`src/rtl/cpu_ser_src_if.sv`:
```
// rtl/cpu_ser_src_if.sv - producer and CPU strobe/status bundle for cpu_ser_src
interface cpu_ser_src_if #(
  parameter int W = 32
);
  logic [W-1:0] in_data;
  logic         in_valid;
  logic         in_ready;
  logic         load;
  logic         rd_bit;
  logic         clr;
  logic         ser;
  logic [15:0]  status;

  modport master (
    output in_data, in_valid, load, rd_bit, clr,
    input  in_ready, ser, status
  );

  modport slave (
    input  in_data, in_valid, load, rd_bit, clr,
    output in_ready, ser, status
  );
endinterface

```
`src/rtl/cpu_ser_src.sv`:
```
// rtl/cpu_ser_src.sv - FIFO-buffered MSB-first serial source for the CPU rdBit path
// Optional macro SER_SRC_OVF_DROP_EN: never stall the producer, drop pushes while full and flag ovf.
module cpu_ser_src #(
  parameter int W     = 32,
  parameter int DEPTH = 4
) (
  input  logic          clk,
  input  logic          rst_n,
  cpu_ser_src_if.slave  bus
);
  localparam int AW = $clog2(DEPTH);

  typedef enum logic {
    ST_IDLE  = 1'b0,
    ST_SHIFT = 1'b1
  } sr_state_t;

  logic [W-1:0]  r_mem [DEPTH];
  logic [AW-1:0] r_wr_ptr;
  logic [AW-1:0] r_rd_ptr;
  logic [3:0]    r_count;
  logic [W-1:0]  r_sr;
  logic [5:0]    r_bits_left;
  logic          r_unf;

  logic          w_full;
  logic          w_empty;
  logic          w_push;
  logic          w_pop;
  logic          w_ovf;
  sr_state_t     w_state;
  logic [W-1:0]  w_sr_nxt;
  logic [5:0]    w_bits_nxt;
  logic [3:0]    w_count_nxt;

  assign w_full  = (r_count == 4'(DEPTH));
  assign w_empty = (r_count == 4'd0);
  // A full FIFO refuses a push even when a pop frees a slot in the same cycle.
  assign w_push  = bus.in_valid && !w_full;
  assign w_pop   = bus.load && !w_empty;
  assign w_state = (r_bits_left == 6'd0) ? ST_IDLE : ST_SHIFT;

`ifdef SER_SRC_OVF_DROP_EN
  logic r_ovf;

  assign bus.in_ready = 1'b1;
  assign w_ovf        = r_ovf;

  always_ff @(posedge clk or negedge rst_n) begin
    if (!rst_n) begin
      r_ovf <= 1'b0;
    end else if (bus.in_valid && w_full) begin
      r_ovf <= 1'b1;
    end else if (bus.clr) begin
      r_ovf <= 1'b0;
    end
  end
`else
  assign bus.in_ready = !w_full;
  assign w_ovf        = 1'b0;
`endif

  always_ff @(posedge clk) begin
    if (w_push) begin
      r_mem[r_wr_ptr] <= bus.in_data;
    end
  end

  always_comb begin
    w_count_nxt = r_count;
    case ({w_push, w_pop})
      2'b10:   w_count_nxt = r_count + 4'd1;
      2'b01:   w_count_nxt = r_count - 4'd1;
      default: w_count_nxt = r_count;
    endcase
  end

  // Load takes priority over rd_bit; an unfinished word is simply overwritten.
  always_comb begin
    w_sr_nxt   = r_sr;
    w_bits_nxt = r_bits_left;
    if (bus.load) begin
      if (!w_empty) begin
        w_sr_nxt   = r_mem[r_rd_ptr];
        w_bits_nxt = 6'(W);
      end else begin
        w_sr_nxt   = '0;
        w_bits_nxt = 6'd0;
      end
    end else if (bus.rd_bit) begin
      w_sr_nxt = {r_sr[W-2:0], 1'b0};
      if (w_state == ST_SHIFT) begin
        w_bits_nxt = r_bits_left - 6'd1;
      end
    end
  end

  always_ff @(posedge clk or negedge rst_n) begin
    if (!rst_n) begin
      r_wr_ptr    <= '0;
      r_rd_ptr    <= '0;
      r_count     <= 4'd0;
      r_sr        <= '0;
      r_bits_left <= 6'd0;
    end else begin
      if (w_push) begin
        r_wr_ptr <= r_wr_ptr + AW'(1);
      end
      if (w_pop) begin
        r_rd_ptr <= r_rd_ptr + AW'(1);
      end
      r_count     <= w_count_nxt;
      r_sr        <= w_sr_nxt;
      r_bits_left <= w_bits_nxt;
    end
  end

  // A set in the same cycle as clr wins.
  always_ff @(posedge clk or negedge rst_n) begin
    if (!rst_n) begin
      r_unf <= 1'b0;
    end else if (bus.load && w_empty) begin
      r_unf <= 1'b1;
    end else if (bus.clr) begin
      r_unf <= 1'b0;
    end
  end

  assign bus.ser    = r_sr[W-1];
  assign bus.status = {r_unf, w_ovf, r_bits_left, 4'b0000, r_count};
endmodule

```
`src/flat_wrapper.sv`:
```
// flat-port wrapper written by rule: the top's interface ports become plain ports
module cpu_ser_src_flat 
#(
  parameter int W     = 32,
  parameter int DEPTH = 4
)
  (clk, rst_n, bus_in_data, bus_in_valid, bus_load, bus_rd_bit, bus_clr, bus_in_ready, bus_ser, bus_status);
  cpu_ser_src_if #(.W(W)) bus_i ();
  input  logic clk;
  input  logic rst_n;
  input wire logic [$bits(bus_i.in_data)-1:0] bus_in_data;
  input wire logic [$bits(bus_i.in_valid)-1:0] bus_in_valid;
  input wire logic [$bits(bus_i.load)-1:0] bus_load;
  input wire logic [$bits(bus_i.rd_bit)-1:0] bus_rd_bit;
  input wire logic [$bits(bus_i.clr)-1:0] bus_clr;
  output wire logic [$bits(bus_i.in_ready)-1:0] bus_in_ready;
  output wire logic [$bits(bus_i.ser)-1:0] bus_ser;
  output wire logic [$bits(bus_i.status)-1:0] bus_status;
  assign bus_i.in_data = bus_in_data;
  assign bus_i.in_valid = bus_in_valid;
  assign bus_i.load = bus_load;
  assign bus_i.rd_bit = bus_rd_bit;
  assign bus_i.clr = bus_clr;
  assign bus_in_ready = bus_i.in_ready;
  assign bus_ser = bus_i.ser;
  assign bus_status = bus_i.status;
  cpu_ser_src #(.W(W), .DEPTH(DEPTH)) u_core (.clk(clk), .rst_n(rst_n), .bus(bus_i));
endmodule
```
`config.mk`:
```
export PLATFORM = sky130hd
export DESIGN_NAME = cpu_ser_src_flat
export DESIGN_NICKNAME = d
export VERILOG_FILES = /design/src/rtl/cpu_ser_src_if.sv /design/src/rtl/cpu_ser_src.sv /design/src/flat_wrapper.sv
export SDC_FILE = /design/constraint.sdc
export NUM_CORES = 1
export LEC_CHECK = 0
export CORE_ASPECT_RATIO = 1.2
export CORE_MARGIN = 5
export CORE_UTILIZATION = 52
export DETAILED_ROUTE_END_ITERATION = 10
export GPL_TIMING_DRIVEN = 0
export HOLD_SLACK_MARGIN = 0.03
export PLACE_DENSITY = 0.75
export SYNTH_ARGS = -nofsm -noshare
export SYNTH_HDL_FRONTEND = slang
export SYNTH_SLANG_ARGS = --single-unit
```
`constraint.sdc`:
```
create_clock -name clk -period 2.6 [get_ports clk]
set_clock_uncertainty 0.05 [all_clocks]
set_input_delay 0.52 -clock clk [delete_from_list [all_inputs] [get_ports clk]]
set_output_delay 0.52 -clock clk [all_outputs]
set_load 0.02 [all_outputs]
```
==> reports/summary.txt, run 1 <==
outcome -> completed
Syn Inst Count -> 410
CTS Buf Count -> 17
Worst Hold Class -> input pin to asynchronous set/reset pin
Clock transition at path regs -> 0.06 ns
residual DRC count -> 0
detailed placement HPWL -> 7830 microns
Setup Viol. Count Final -> 0
TritonRoute pass-1 iters -> 6
worst slack, placed -> -0.603 ns
Psw -> 2.65 mW
maxcap violations -> 0
CP Capture Type -> flip-flop
CTS tree -> built
grt ovf -> 0
RSZ-0062 raised after global routing -> no
FF-to-FF Start -> u_core.r_count[1]
cell internal pwr -> 6.56 mW
R2R depth -> 9
Worst Slack Setup Final -> 0.111 ns
headroom to the max-slew limit -> 0.392
Leakage Power -> 3.14 nW
largest net degree at the start of global routing -> 33
Seq cells post-synth -> 175
Diodes inserted -> 0
hold buffer count at cts -> 0
EDFF count, synth -> 128
startpoint types -> flip-flop
Placement Rows -> 46
Clk pwr share -> 0.269
Routed WL -> 12,500 microns
fin. max-slew vios -> 0
vias in the first global route -> 4,006
core outline area -> 0.0133 sq mm
worst vdd ir -> 0.674 mV
R2R Setup Slk -> 0.11 ns
Avg WL per Cell -> 18.9 microns
worst hold slack -> 0.0446 ns
Seq pwr share -> 0.446
PnR Total Power -> 9.21 mW
post-synthesis sequential area ratio -> 0.706
Via density -> 5.63
Fmax -> 0.402 GHz
first-pass GRT wire length -> 20,800 microns
critical path startpoint -> u_core.r_count[1]
Final Hold Fails -> 0
GP Congestion -> 0.797
Comb pwr share -> 0.286
critical path class -> flip-flop to flip-flop
Cell Area, Synth -> 0.00711 sq mm
Mapped Avg Cell Area -> 17.3 sq um
width of the die -> 117 microns
Net Sw Frac -> 0.287
Critical Path End -> u_core.r_count[3]
Worst-Margin Slew -> 0.912 ns
CP max FO -> 9
Area Overhead vs Synth -> 19.5%
Die Footprint -> 0.0161 sq mm
starting density of the core -> 0.534
R2R Path End -> u_core.r_count[3]
initial antenna violation count -> 0
initial DRC count -> 222
Root Driver -> clkbuf_16
GRT Total Usage -> 0.167
Longest Clk Path Bufs -> 2
setup_tns -> 0 ns
port buffer count -> 49
I/O pin cnt -> 56
CTS sink cnt -> 175
die height -> 138 microns
Vias -> 3,731
final worst-path cycle share -> 0.957
Yosys warning count -> 0
P per Cell Area -> 1080 mW/mm^2
Synth Flop Type -> edfxtp_1
critical path data arrival time -> 2.77 ns
clk_lat worst skew -> 0.41 ns
htree depth -> 4
Antenna Nets Post-Route -> 0
Final nets -> 530
Distinct cells, synth -> 50
CP required -> 2.88 ns
share of cells above drive strength 1 -> 0.204
Synth async-reset ratio -> 0.269
min cycle time layout -> 2.49 ns
-- synthesized netlist by cell type (all sizes together) (2+ instances only) --
library cell / n / area (sq um)
a21oi: 4 / 20.0
and3: 4 / 25.0
buf: 24 / 160
clkbuf: 6 / 22.5
dfrtp: 47 / 1180
edfxtp: 128 / 3840
ha: 9 / 113
inv: 10 / 37.5
mux2: 3 / 33.8
mux2i: 32 / 320
mux4: 32 / 721
nand2: 36 / 135
nor2: 6 / 22.5
nor4: 2 / 18.8
o21ai: 35 / 179
or3b: 2 / 20.0
or4b: 2 / 20.0
xnor2: 4 / 42.6
xor2: 2 / 17.5
-- stage by stage --
stage / std cells / utilization / instance area [sq um]
final: 663 / 0.638 / 8490
after global routing: 663 / 0.638 / 8490
after CTS: 663 / 0.638 / 8480
after detailed placement: 632 / 0.594 / 7900
after global placement: 631 / 0.593 / 7880
after floorplan: 414 / - / 7180
-- timing repair --
action	CTS	global route
pin swaps	0	1
resized for setup	4	4
endpoints found under the setup margin	4	2
gates cloned	0	0
buffers inserted	0	2
-- critical path, cell delays in order, from the launching register on --
cell and delay (ns):
dfrtp_2 0.40, buf_6 0.14, or4b_4 0.52, and2_4 0.17
inv_4 0.06, ha_4 0.19, clkbuf_8 0.15, or4b_4 0.47
a21o_1 0.18, o221ai_1 0.07
-- placed cells by master, fill, tap and decap left out, types with 2 or more instances in the layout --
master,Yosys,final
buf_2,11,9
buf_6,3,3
and3_2,0,4
clkinv_2,0,2
clkbuf_8,0,4
inv_1,9,9
ha_1,9,7
buf_4,9,12
dfrtp_2,0,2
mux2_1,3,3
edfxtp_1,128,128
or4b_4,0,2
ha_4,0,2
xnor2_1,3,3
a21oi_1,4,4
inv_4,0,2
dlygate4sd2_1,0,2
clkbuf_16,0,19
clkdlybuf4s50_1,0,46
nand2_1,36,36
dfrtp_1,47,45
xor2_1,2,2
clkbuf_1,6,10
mux2i_1,32,32
conb_1,1,5
mux4_2,32,32
nor2_1,6,6
o21ai_1,33,33
-- power groups by stage --
stage	Combinational, mW	Clock, mW	Sequential, mW
CTS	2.69	2.51	4.10
detailed placement	2.67	0	4.15
global route	2.90	2.64	4.18
finish	2.63	2.47	4.10
global placement	2.57	0	4.12
floorplan	1.86	0	4.13
-- sequential cells by signal (all words and copies together), names as in the netlist --
register            flops
u_core.r_bits_left      6
u_core.r_count          4
u_core.r_mem          128
u_core.r_rd_ptr         2
u_core.r_sr            32
u_core.r_unf            1
u_core.r_wr_ptr         2
-- worst min-delay path by stage --
stage                                        to  cells after the start
after CTS                 u_core.r_bits_left[1]                      1
after detailed placement           u_core.r_unf                      2
final                     u_core.r_bits_left[1]                      1
after global placement             u_core.r_unf                      2
after global routing      u_core.r_bits_left[0]                      1
after floorplan           u_core.r_bits_left[0]                      0
-- kinds of logic (layout without fill, tap and decap cells) --
family,Yosys count,in the layout,share of synthesized area
flip-flops,175,175,0.706
multiplexers,67,67,0.151
AND/OR/NAND/NOR,60,60,0.0416
AO/OA/AOI/OAI,52,52,0.0449
buffers and inverters,40,121,0.0310
adder cells (fa/ha/maj),9,9,0.0158
XOR/XNOR,6,6,0.00845
other,1,5,0.000528
-- layout make-up --
| class | instances | area, sq um |
|---|---|---|
| flip-flops and latches | 175 | 5020 |
| fillers | 916 | 4810 |
| multi-input cells | 199 | 1930 |
| clock buffers | 27 | 536 |
| repair buffers | 52 | 518 |
| well taps | 168 | 210 |
| plain buffers | 28 | 185 |
| clock inverters | 4 | 46.3 |
| inverters | 10 | 40.0 |
-- per-layer routing --
metal / share of wire / vias up / GRT usage
met3: 0.044 / 18 / 0.0301
met5: 0 / - / 0
met2: 0.51 / 87 / 0.268
li1: - / 1709 / -
met4: 0.018 / 0 / 0.0622
met1: 0.43 / 1917 / 0.230
Note: power is estimated with default switching activity, not from simulation.
==> run 2: changes to the inputs <==
GPL_ROUTABILITY_DRIVEN = 1   (was not set)
SKIP_CTS_REPAIR_TIMING = 1   (was not set)
==> reports/summary.txt, run 2 (synthesis results as in run 1) <==
outcome -> finished with violations
failing checks -> negative setup slack
critical path startpoint -> u_core.r_count[1]
R2R Setup Slk -> -0.03 ns (-0.14 ns)
CP required -> 2.83 ns (-0.05 ns)
grt ovf -> 0 (unchanged)
vias in the first global route -> 4,000 (-0.15%)
startpoint types -> flip-flop
Worst-Margin Slew -> 0.933 ns (+0.0215 ns)
width of the die -> 117 microns (unchanged)
CTS tree -> built
final worst-path cycle share -> 1.01 (+0.0541)
I/O pin cnt -> 56 (unchanged)
largest net degree at the start of global routing -> 33 (unchanged)
Routed WL -> 12,600 microns (+0.26%)
Clock transition at path regs -> 0.06 ns (about the same)
starting density of the core -> 0.534 (unchanged)
Root Driver -> clkbuf_16
R2R depth -> 9 (unchanged)
htree depth -> 4 (unchanged)
first-pass GRT wire length -> 20,800 microns (-0.13%)
worst vdd ir -> 0.667 mV (-1.1%)
most frequent cells in the layout -> edfxtp_1 (128), clkdlybuf4s50_1 (46), dfrtp_1 (46), nand2_1 (36), o21ai_1 (33)
Avg WL per Cell -> 19.0 microns (+0.26%)
clk_lat worst skew -> 0.41 ns (about the same)
Antenna Nets Post-Route -> 0 (unchanged)
min cycle time layout -> 2.63 ns (+0.141 ns)
area post-placement -> 0.00790 sq mm (unchanged)
Leakage Power -> 3.15 nW (+0.46%)
GP Congestion -> 0.797 (unchanged)
Placement Rows -> 46 (unchanged)
fin. max-slew vios -> 0 (unchanged)
Longest Clk Path Bufs -> 2 (unchanged)
Largest Register -> u_core.r_mem
CP peak stage delay -> 0.53 ns (about the same)
Area Overhead vs Synth -> 19.7%
critical path class -> flip-flop to flip-flop
Worst Slack Setup Final -> -0.0293 ns (-0.141 ns)
commonest non-fill, non-tap cell in the layout -> edfxtp_1
headroom to the max-slew limit -> 0.378 (-0.0144)
critical path data arrival time -> 2.86 ns (+0.09 ns)
Via density -> 5.64 (+0.16%)
die height -> 138 microns (unchanged)
port buffer count -> 49 (unchanged)
TritonRoute pass-1 iters -> 5 (-1)
P per Cell Area -> 1080 mW/mm^2 (about the same)
Final Hold Fails -> 0 (unchanged)
detailed placement HPWL -> 7830 microns (unchanged)
Setup Viol. Count Final -> 1 (+1)
max reg flops -> 128 (unchanged)
GRT Total Usage -> 0.167 (-0.000183)
CP max FO -> 9 (unchanged)
Vias -> 3,737 (+0.16%)
FF-to-FF Start -> u_core.r_count[1]
maxcap violations -> 0 (unchanged)
residual DRC count -> 0 (unchanged)
Final nets -> 530 (unchanged)
Crit path top cell by count -> buf_6
Worst Path Buf+Inv -> 3 (unchanged)
RSZ-0062 raised after global routing -> yes
Post-Layout Inst Area -> 0.00850 sq mm (+0.18%)
share of cells above drive strength 1 -> 0.202 (-0.00202)
CTS Buf Count -> 17 (unchanged)
biggest regs -> u_core.r_mem: 128 flops, u_core.r_sr: 32 flops, u_core.r_bits_left: 6 flops
Diodes inserted -> 0 (unchanged)
final core occ -> 0.640 (+0.00113)
Fmax -> 0.380 GHz (-5.3%)
CP Capture Type -> flip-flop
Critical-path top delay cell -> or4b_4
CTS sink cnt -> 175 (unchanged)
delay-heaviest family, CP -> simple AND/OR/NAND/NOR gates
core outline area -> 0.0133 sq mm (unchanged)
initial antenna violation count -> 0 (unchanged)
Die Footprint -> 0.0161 sq mm (unchanged)
initial DRC count -> 215 (-3.2%)
R2R Path End -> u_core.r_count[3]
Worst Hold Class -> input pin to asynchronous set/reset pin
Cell Chain, Critical Path -> buf_6 -> or4b_4 -> buf_6 -> and2_4 -> inv_4 -> ha_4 -> or3b_4 -> a2111oi_4 -> o221ai_1
==> run 2: changes by cell type in the layout (fill, tap and decap cells not counted), moves of 2 or more <==
cell,change
dlymetal6s2s_1,+2
dlygate4sd2_1,-2
buf_4,-3
buf_6,+2
==> run 2: area by class of cell <==
class | count | area, sq um
Buffer | 30 | 209
Clock buffer | 27 | 536
Clock inverter | 4 | 46.3
Fill cell | 914 | 4790
Inverter | 10 | 40.0
Multi-Input combinational cell | 199 | 1930
Sequential cell | 175 | 5020
Tap cell | 168 | 210
Timing Repair Buffer | 50 | 510
==> run 2: worst max path at each step <==
stage	endpoint	slack, ns	cells after the start
after global placement	u_core.r_count[3]	-0.56	9
after floorplan	u_core.r_count[3]	-0.02	10
after CTS	u_core.r_count[3]	-0.18	9
after global routing	u_core.r_count[3]	-0.12	9
final	u_core.r_count[3]	-0.03	9
after detailed placement	u_core.r_count[3]	-0.60	8
==> run 2: stage by stage <==
stage / setup TNS, ns / total power [mW] / worst slack (ns) / cells / hold slack, ns
3_3_place_gp: -67.32 / 6.69 / -0.560 / 631 / 0.459
5_1_grt: -0.121 / 9.74 / -0.121 / 663 / 0.0816
4_1_cts: -0.403 / 9.30 / -0.183 / 663 / 0.0530
3_5_place_dp: -1.55 / 6.82 / -0.603 / 632 / 0.462
6_report: -0.0293 / 9.22 / -0.0293 / 663 / 0.0488
2_1_floorplan: -0.0174 / 5.99 / -0.0174 / 414 / 0.174
==> run 2: power breakdown <==
| group | switching, mW | internal, mW |
|---|---|---|
| logic | 1.37 | 1.28 |
| clock network | 0.967 | 1.50 |
| registers | 0.312 | 3.79 |
| total | 2.65 | 6.57 |
==> run 2: metal layers <==
metal / part of all wire / up-vias / track usage
met1: 0.41 / 1905 / 0.230
met5: 0 / - / 0
li1: - / 1707 / -
met4: 0.018 / 0 / 0.0622
met3: 0.061 / 18 / 0.0301
met2: 0.51 / 107 / 0.267
